==> src/rtl/clock_divider_pkg.sv <==
// Shared types and helpers for the programmable clock divider.
package clock_divider_pkg;

  typedef enum logic [1:0] {
    STOPPED  = 2'd0,
    RUNNING  = 2'd1,
    STOPPING = 2'd2
  } state_t;

  localparam int MIN_DIV = 2;

  // High-phase length in source cycles; DIV_WIDTH is limited to 32 by this helper.
  function automatic logic [31:0] half_period(input logic [31:0] n);
    return n >> 1;
  endfunction

endpackage

==> src/rtl/clock_divider_counter.sv <==
// Period counter: wraps at div_active-1, and reports whether the next cycle is in the high phase.
module clock_divider_counter
  import clock_divider_pkg::*;
#(
  parameter int DIV_WIDTH = 16
) (
  input  logic                 clk,
  input  logic                 rst,
  input  logic                 clear,
  input  logic                 count_en,
  input  logic [DIV_WIDTH-1:0] div_active,
  output logic                 wrap,
  output logic                 high_phase
);

  logic [DIV_WIDTH-1:0] cnt;
  logic [DIV_WIDTH-1:0] cnt_nxt;

  assign wrap = (cnt == div_active - DIV_WIDTH'(1));

  always_comb begin
    cnt_nxt = cnt;
    if (clear)         cnt_nxt = '0;
    else if (count_en) cnt_nxt = wrap ? '0 : cnt + DIV_WIDTH'(1);
  end

  // Looks at the upcoming count so the registered clk_out lines up with cnt.
  // Ratio changes only happen where cnt_nxt is 0, which is high for any N >= 2.
  assign high_phase = (32'(cnt_nxt) < half_period(32'(div_active)));

  always_ff @(posedge clk or posedge rst) begin
    if (rst) cnt <= '0;
    else     cnt <= cnt_nxt;
  end

endmodule

==> src/rtl/clock_divider_ctrl.sv <==
// Programmable clock divider with boundary-aligned ratio reload and glitch-free start/stop.
// Optional CLKDIV_ODD_DUTY50_EN adds a falling-edge stage giving 50% duty for odd ratios.
module clock_divider_ctrl
  import clock_divider_pkg::*;
#(
  parameter int DIV_WIDTH   = 16,
  parameter int DEFAULT_DIV = 2
) (
  input  logic                 clk,
  input  logic                 rst,
  input  logic                 enable,
  input  logic [DIV_WIDTH-1:0] div_value,
  input  logic                 div_load,
  output logic                 div_ack,
  output logic                 div_err,
  output logic                 clk_out,
  output logic                 tick,
  output logic                 running,
  output logic [DIV_WIDTH-1:0] div_active
);

  state_t               state, state_nxt;
  logic [DIV_WIDTH-1:0] pending_div;
  logic                 pending_valid;
  logic                 pos_q;
  logic                 wrap;
  logic                 high_phase;
  logic                 load_ok;
  logic                 load_bad;
  logic                 apply;

  clock_divider_counter #(.DIV_WIDTH(DIV_WIDTH)) u_counter (
    .clk        (clk),
    .rst        (rst),
    .clear      (state == STOPPED),
    .count_en   (state != STOPPED),
    .div_active (div_active),
    .wrap       (wrap),
    .high_phase (high_phase)
  );

  assign load_ok  = div_load && (div_value >= DIV_WIDTH'(MIN_DIV));
  assign load_bad = div_load && !load_ok;
  // A load landing on the boundary itself is applied directly, bypassing pending.
  assign apply    = ((state == STOPPED) || wrap) && (pending_valid || load_ok);
  assign running  = (state != STOPPED);
  assign tick     = wrap && (state != STOPPED);

  always_comb begin
    state_nxt = state;
    case (state)
      STOPPED:  if (enable) state_nxt = RUNNING;
      RUNNING:  if (!enable) state_nxt = wrap ? STOPPED : STOPPING;
      STOPPING: if (wrap) state_nxt = enable ? RUNNING : STOPPED;
      default:  state_nxt = STOPPED;
    endcase
  end

  always_ff @(posedge clk or posedge rst) begin
    if (rst) begin
      state         <= STOPPED;
      pos_q         <= 1'b0;
      div_ack       <= 1'b0;
      div_err       <= 1'b0;
      div_active    <= DIV_WIDTH'(DEFAULT_DIV);
      pending_div   <= DIV_WIDTH'(DEFAULT_DIV);
      pending_valid <= 1'b0;
    end else begin
      state   <= state_nxt;
      pos_q   <= high_phase && (state_nxt != STOPPED);
      div_ack <= apply;
      div_err <= load_bad;
      if (apply) begin
        div_active    <= load_ok ? div_value : pending_div;
        pending_valid <= 1'b0;
      end else if (load_ok) begin
        pending_div   <= div_value;
        pending_valid <= 1'b1;
      end
    end
  end

`ifdef CLKDIV_ODD_DUTY50_EN
  // Half-cycle extension of the high phase, only for odd ratios.
  logic neg_q;
  always_ff @(negedge clk or posedge rst) begin
    if (rst) neg_q <= 1'b0;
    else     neg_q <= pos_q & div_active[0];
  end
  assign clk_out = pos_q | neg_q;
`else
  assign clk_out = pos_q;
`endif

endmodule

==> config.mk <==
export PLATFORM = sky130hd
export DESIGN_NAME = clock_divider_ctrl
export DESIGN_NICKNAME = d
export VERILOG_FILES = /design/src/rtl/clock_divider_pkg.sv /design/src/rtl/clock_divider_counter.sv /design/src/rtl/clock_divider_ctrl.sv
export SDC_FILE = /design/constraint.sdc
export NUM_CORES = 1
export LEC_CHECK = 0
export ABC_AREA = 1
export CELL_PAD_IN_SITES_DETAIL_PLACEMENT = 0
export CELL_PAD_IN_SITES_GLOBAL_PLACEMENT = 2
export CORE_MARGIN = 2
export CORE_UTILIZATION = 35
export DETAILED_ROUTE_END_ITERATION = 8
export PLACE_DENSITY_LB_ADDON = 0.1
export RECOVER_POWER = 50
export SLEW_MARGIN = 20
export SYNTH_ARGS = -nofsm -noshare
export SYNTH_HDL_FRONTEND = slang
export SYNTH_SLANG_ARGS = --single-unit
==> constraint.sdc <==
create_clock -name clk -period 5.9 [get_ports clk]
set_input_delay 0.885 -clock clk [delete_from_list [all_inputs] [get_ports clk]]
set_output_delay 0.885 -clock clk [all_outputs]
set_load 0.005 [all_outputs]
==> metrics.md, run 1 <==
| Metric | Value |
|---|---|
| Sinks on the clock net | `54` |
| Type of the most critical hold path | `flop to flop` |
| Leakage power of the design | `2.02 nW` |
| Top cell type's share of synthesized area | `37.6%` |
| Max-cap violation count | `1` |
| Clock slew at the register clock pins of the worst setup and hold paths | `0.09 ns` |
| Ratio of final minimum period to clock period | `64.7%` |
| Required time of the critical path | `6.12 ns` |
| Dominant synthesized flop cell | `dfrtp_1` |
| Post-route DRC violation count | `0` |
| Number of storage elements in the synthesis netlist | `54` |
| Syn. warnings | `0` |
| CTS HTree Levels | `2` |
| Global-route wire length before repair | `13.8 mm` |
| Unique cell type count in the Yosys netlist | `30` |
| Register area share after synthesis | `39.1%` |
| Upper clock frequency limit | `0.262 GHz` |
| Number of buffers added on ports | `40` |
| Proportion of synthesized flip-flops having asynchronous set or reset | `100%` |
| Final setup TNS | `0 ns` |
| Area overhead of the layout relative to synthesis | `17.2%` |
| Count of final max-slew check failures | `55` |
| Initial Util | `35.7%` |
| Drt first-iter violations | `94` |
| TritonCTS clock tree | `yes` |
| Unrepaired setup endpoints after global routing | `no` |
| Cts bufs inserted | `5` |
| Number of global-route vias before repair | `2775` |
| Synth Cell Area | `3460 sq um` |
| Violations in the final reports | `capacitance limit, slew limit` |
| Post-synthesis net count | `503` |
| Number of setup violations in the final report | `0` |
| Dpl hpwl | `6.44 mm` |
| Tmin final | `3.82 ns` |
| Most common cell after layout, fill and taps aside | `nand2_1` |
| Hold violation total from the final report | `0` |
| Mean cell area of the mapped netlist | `7.41 sq um` |
| Largest cells by area after synthesis | `dfrtp_1, nand2_1, inv_1` |
| Final routed wirelength across all metal layers | `8.15 mm` |
| Maximum fanout encountered on the critical timing path | `14` |
| Outcome | `finished with violations` |
| Highest ir drop seen on vdd | `0.158 mV` |
| Worst clock skew | `0.00890 ns` |
| Number of instances in the synthesized netlist | `467` |
| Root buffer selected by CTS | `clkbuf_8` |
| CTS hold repair buffers | `0` |
| Source-to-sink clock delay at the later pin of the worst-skew pair | `0.30 ns` |
| Overall routing resource usage | `16.6%` |
| Arrival time reported for the critical path endpoint | `4.03 ns` |
| Rows | `36` |
| # nets final | `542` |
| Most used cells in the layout excluding fill and tap cells | `nand2_1, inv_1, nor2_1` |
| Antenna cell count | `0` |
| Placer Congestion | `0.772` |
| Core area | `9680 sq um` |
| Maximum clock insertion buffer count | `2` |
| Minimum setup slack among reg-to-reg paths | `2.08 ns` |
| Number of detailed-route iterations in the first pass | `4` |
| Detail Route Antenna Nets | `0` |
| Maximum number of pins on one net before global-route repair | `55` |
| Number of top-level pins | `41` |
| EDFF count, synth | `0` |
| Overflow left after global routing | `0` |
| Drt wl/cell | `12.8 microns` |
| Antenna violations before repair | `0` |
| Total via count after detailed routing | `2925` |
| Yosys top cell by area | `dfrtp_1` |
| Post-cts sizing count | `0` |
| Transition time at the pin with the least slew margin | `2.86 ns` |
| Sort of element at the start of the critical path | `flop` |
| Area of the die | `10700 sq um` |
| CP Capture Type | `flop` |
| Die Wd | `103 microns` |
| Tot Pwr | `1.82 mW` |
| Buffer count from post-CTS setup fixing | `0` |
| Total power per unit cell area | `450 nW/um^2` |
| Vias/cell | `4.58` |
| Class of the most critical setup path | `flop to flop` |
| Slew margin rel. | `-90.6%` |
| Die extent in y | `103 microns` |
| Fraction of layout cells with a size suffix above 1 | `7.13%` |
## worst paths after layout
| check | start | endpoint | depth (start not counted) |
|---|---|---|---|
| max | div_active[1] | clk_out | 21 |
| min | pending_div[1] | pending_div[1] | 2 |
| max reg2reg | div_active[1] | clk_out | 21 |
| min reg2reg | pending_div[1] | pending_div[1] | 2 |
| max in group asynchronous | rst | u_counter.cnt[12] | 3 |
| min in group asynchronous | rst | pending_div[0] | 3 |
## synth_stat cells (4+ instances only)
cell type  instances
a21oi_1           22
buf_2              4
dfrtp_1           52
ha_1              16
inv_1             71
nand2_1          112
nand3_1           26
nand4_1            6
nor2_1            60
nor3_1             4
o21ai_0           16
o21ai_1            8
o21ai_2           14
xnor2_1           11
xor2_1            13
## where the power goes
part | internal (mW) | switching, mW
clock | 0.0908 | 0.110
sequential | 0.515 | 0.130
combinational | 0.385 | 0.593
## logic make-up after synthesis
group           count (synthesis)  synth area share (%)
xor+xnor                       24                  6.07
compound gates                 64                  11.3
flops                          54                  39.1
buf+inv                        84                  9.90
fa+ha+maj                      16                  5.78
simple gates                  225                  27.8
## cell type report
cell class                      instances  area [sq um]
Clock buffer                            6          82.6
Timing Repair Buffer                   42           412
Tap cell                              133           166
Inverter                               74           278
Sequential cell                        54          1350
Fill cell                            1044          5630
Multi-Input combinational cell        329          1770
## registers in the layout, summed over array words and instances (netlist names)
name           count
pending_valid      1
div_err            1
u_counter.cnt     16
clk_out            1
pending_div       16
div_ack            1
state              2
div_active        16
## through the flow
stage	setup slack [ns]	instance area (sq um)	std cells	util, %	hold slack (ns)
after global routing	1.53	4060	638	41.9	0.547
after detailed placement	2.02	3980	632	41.1	0.505
after global placement	2.00	3980	632	41.1	0.495
after CTS	1.96	4060	638	41.9	0.519
after floorplan	2.91	3460	467	-	0.469
final	2.08	4060	638	41.9	0.519
## worst max-delay path, stage by stage (launching register included)
cell	delay, ns
dfstp_2	0.60
inv_1	0.11
ha_1	0.23
nand2_2	0.18
nor2_1	0.09
nand3_1	0.07
nand2_1	0.06
nand2_1	0.06
inv_1	0.04
nand2_1	0.06
nor2_1	0.06
nand2_1	0.18
inv_2	0.06
nor2_2	0.34
inv_1	0.35
nor2_1	0.24
ha_1	0.27
a21oi_1	0.14
o21ai_0	0.10
a221oi_1	0.25
nand3_1	0.11
a21oi_1	0.14
## metal layers
metal | global-route usage, % | up-vias | share of wire, %
met5 | 0 | - | 0
met4 | 3.34 | 0 | 0.66
met3 | 1.61 | 4 | 3.0
met2 | 26.2 | 45 | 44
met1 | 24.8 | 1333 | 52
li1 | - | 1543 | -
No activity file was read; power rests on OpenSTA's default activity.
==> inputs of run 2 (changes only) <==
- CORE_UTILIZATION: 35 -> 32
- clock period: 5.9 -> 3.95 ns (I/O delays scaled with it)
==> run 2 against run 1 <==
  * The flow now finishes without violations
  * Register-to-register slack got worse by 1.6 ns
  * Clock skew rose by 0.0013 ns
  * Sequential power grew 48%
  * Global-route usage down 0.59 points
  * Maximum frequency rose by 9.0%
  * Non-clock buffer count grew 3
  * Sequential cell count unchanged
  * First-iteration DRC count rose by 38%
  * Die area rose by 9.0%
  * Highest routed layer unchanged
==> metrics.md, run 2 (synthesis gave the netlist of run 1 again) <==
| Metric | Value |
|---|---|
| Number of setup violations in the final report | `0` |
| Most common cell after layout, fill and taps aside | `nand2_1` |
| Total via count after detailed routing | `2955` |
| Antenna cell count | `0` |
| Fraction of layout cells with a size suffix above 1 | `8.24%` |
| CP max stage cell | `dfstp_2` |
| Core area | `10400 sq um` |
| Initial Util | `33.2%` |
| Die extent in y | `108 microns` |
| CP dominant cell by count | `nand2_1` |
| Sinks on the clock net | `54` |
| CP Capture Type | `flop` |
| Post-placement cell area | `3990 sq um` |
| Post-route DRC violation count | `0` |
| CTS HTree Levels | `2` |
| Max-cap violation count | `0` |
| Total power per unit cell area | `680 nW/um^2` |
| Overall routing resource usage | `16.0%` |
| Hold violation total from the final report | `0` |
| Final setup TNS | `0 ns` |
| Arrival time reported for the critical path endpoint | `3.75 ns` |
| Number of top-level pins | `41` |
| Vias/cell | `4.57` |
| Upper clock frequency limit | `0.285 GHz` |
| Gate family responsible for the most delay along the worst path | `simple AND/OR/NAND/NOR gates` |
| Number of buffers added on ports | `40` |
| Dpl hpwl | `6.96 mm` |
| Root buffer selected by CTS | `clkbuf_8` |
| Worst clock skew | `0.0102 ns` |
| Number of detailed-route iterations in the first pass | `5` |
| Leading registers by flop count | `div_active: 16 flops, pending_div: 16 flops, u_counter.cnt: 16 flops` |
| Global-route wire length before repair | `14.4 mm` |
| Antenna violations before repair | `0` |
| TritonCTS clock tree | `yes` |
| Die Wd | `108 microns` |
| Final design instance area without fill | `4110 sq um` |
| Placer Congestion | `0.843` |
| Count of buffer and inverter cells on the critical path | `4` |
| Final standard cell utilization of the core | `39.4%` |
| Slew margin rel. | `6.04%` |
| CTS hold repair buffers | `0` |
| Longest individual stage delay on the worst path | `0.59 ns` |
| Final routed wirelength across all metal layers | `8.75 mm` |
| Leakage power of the design | `2.04 nW` |
| Maximum fanout encountered on the critical timing path | `9` |
| Class of the most critical setup path | `flop to flop` |
| # nets final | `545` |
| Tmin final | `3.50 ns` |
| Clock slew at the register clock pins of the worst setup and hold paths | `0.10 ns` |
| Final-layout worst hold slack | `0.503 ns` |
| Rows | `37` |
| Area overhead of the layout relative to synthesis | `18.6%` |
| Highest ir drop seen on vdd | `0.215 mV` |
| Maximum clock insertion buffer count | `2` |
| Number of global-route vias before repair | `2727` |
| Most used cells in the layout excluding fill and tap cells | `nand2_1, inv_1, nor2_1` |
| Detail Route Antenna Nets | `0` |
| Required time of the critical path | `4.19 ns` |
| Fill count | `1144` |
| Type of the most critical hold path | `flop to flop` |
| Cts bufs inserted | `5` |
| Transition time at the pin with the least slew margin | `1.41 ns` |
| Overflow left after global routing | `0` |
| Drt first-iter violations | `130` |
| Tot Pwr | `2.79 mW` |
| Drt wl/cell | `13.5 microns` |
| Cells along the critical path | `inv_1 > ha_1 > nand2_2 > nor2_1 > nand3_1 > nand2_1 > nand2_1 > inv_1 > nand2_1 > nor2_1 > nand2_1 > inv_2 > nor2_4 > clkinvlp_4 > nor2_1 > ha_1 > and3_1 > a221oi_1 > nand3_1 > a21oi_1` |
| Area of the die | `11700 sq um` |
| Sort of element at the start of the critical path | `flop` |
| Unrepaired setup endpoints after global routing | `no` |
| Maximum number of pins on one net before global-route repair | `36` |
| Source-to-sink clock delay at the later pin of the worst-skew pair | `0.31 ns` |
| Count of final max-slew check failures | `0` |
| Ratio of final minimum period to clock period | `88.7%` |
| Outcome | `finished, final reports clean` |
## run 2: cell count changes in the layout (fill, tap and decap cells not counted)
| cell | before | now |
|---|---|---|
| buf_4 | 1 | 4 |
| clkinvlp_4 | 0 | 2 |
| clkinv_1 | 1 | 0 |
| clkinv_2 | 0 | 1 |
| nor2_2 | 3 | 2 |
| nor2_4 | 3 | 4 |
## run 2: worst reg2reg max path: stages, from the launching register on
cell and delay [ns]:
dfstp_2 0.59, inv_1 0.09, ha_1 0.22, nand2_2 0.20, nor2_1 0.10, nand3_1 0.07, nand2_1 0.05, nand2_1 0.07
inv_1 0.04, nand2_1 0.05, nor2_1 0.04, nand2_1 0.14, inv_2 0.07, nor2_4 0.19, clkinvlp_4 0.21, nor2_1 0.21
ha_1 0.26, and3_1 0.20, a221oi_1 0.36, nand3_1 0.14, a21oi_1 0.13
## run 2: repair_timing
item                                   in CTS  in global routing
setup endpoints to repair                   0                  1
endpoints found under the hold margin       0                  0
buffers inserted                            0                  2
gates resized for setup                     0                  2
## run 2: layout make-up
cell class,count,area [sq um],area share (%)
well taps,136,170,4.15
repair buffers,45,434,10.6
clock buffers,6,82.6,2.01
clock inverters,2,12.5,0.305
flip-flops and latches,54,1350,33.0
multi-input cells,329,1770,43.1
inverters,74,282,6.86
## run 2: power breakdown
part | switching, mW | leakage (nW) | internal (mW) | total (mW)
Combinational | 0.907 | 1.32 | 0.601 | 1.51
Sequential | 0.186 | 0.673 | 0.769 | 0.955
Clock | 0.186 | 0.0472 | 0.141 | 0.328
## run 2: metal layers
metal / vias to the layer above / track usage, % / share of wire [%]
met2: 48 / 24.0 / 43
met3: 8 / 2.11 / 2.6
met1: 1350 / 24.4 / 53
met5: - / 0 / 0
met4: 0 / 3.66 / 0.94
li1: 1549 / - / -
## run 2: final timing paths
check	startpoint	to	slack (ns)	cells past startpoint
max reg2reg	div_active[1]	clk_out	0.45	20
min	pending_div[1]	pending_div[1]	0.50	2
min reg2reg	pending_div[1]	pending_div[1]	0.50	2
max	div_active[1]	clk_out	0.45	20
min in group asynchronous	rst	pending_div[2]	1.13	2
max in group asynchronous	rst	pending_div[12]	1.11	3
## run 2: per-stage QoR
step	cells	setup WS, ns
5_1_grt	646	0.0507
3_5_place_dp	636	0.302
6_report	646	0.445
4_1_cts	644	0.268
3_3_place_gp	636	0.422
2_1_floorplan	467	0.958
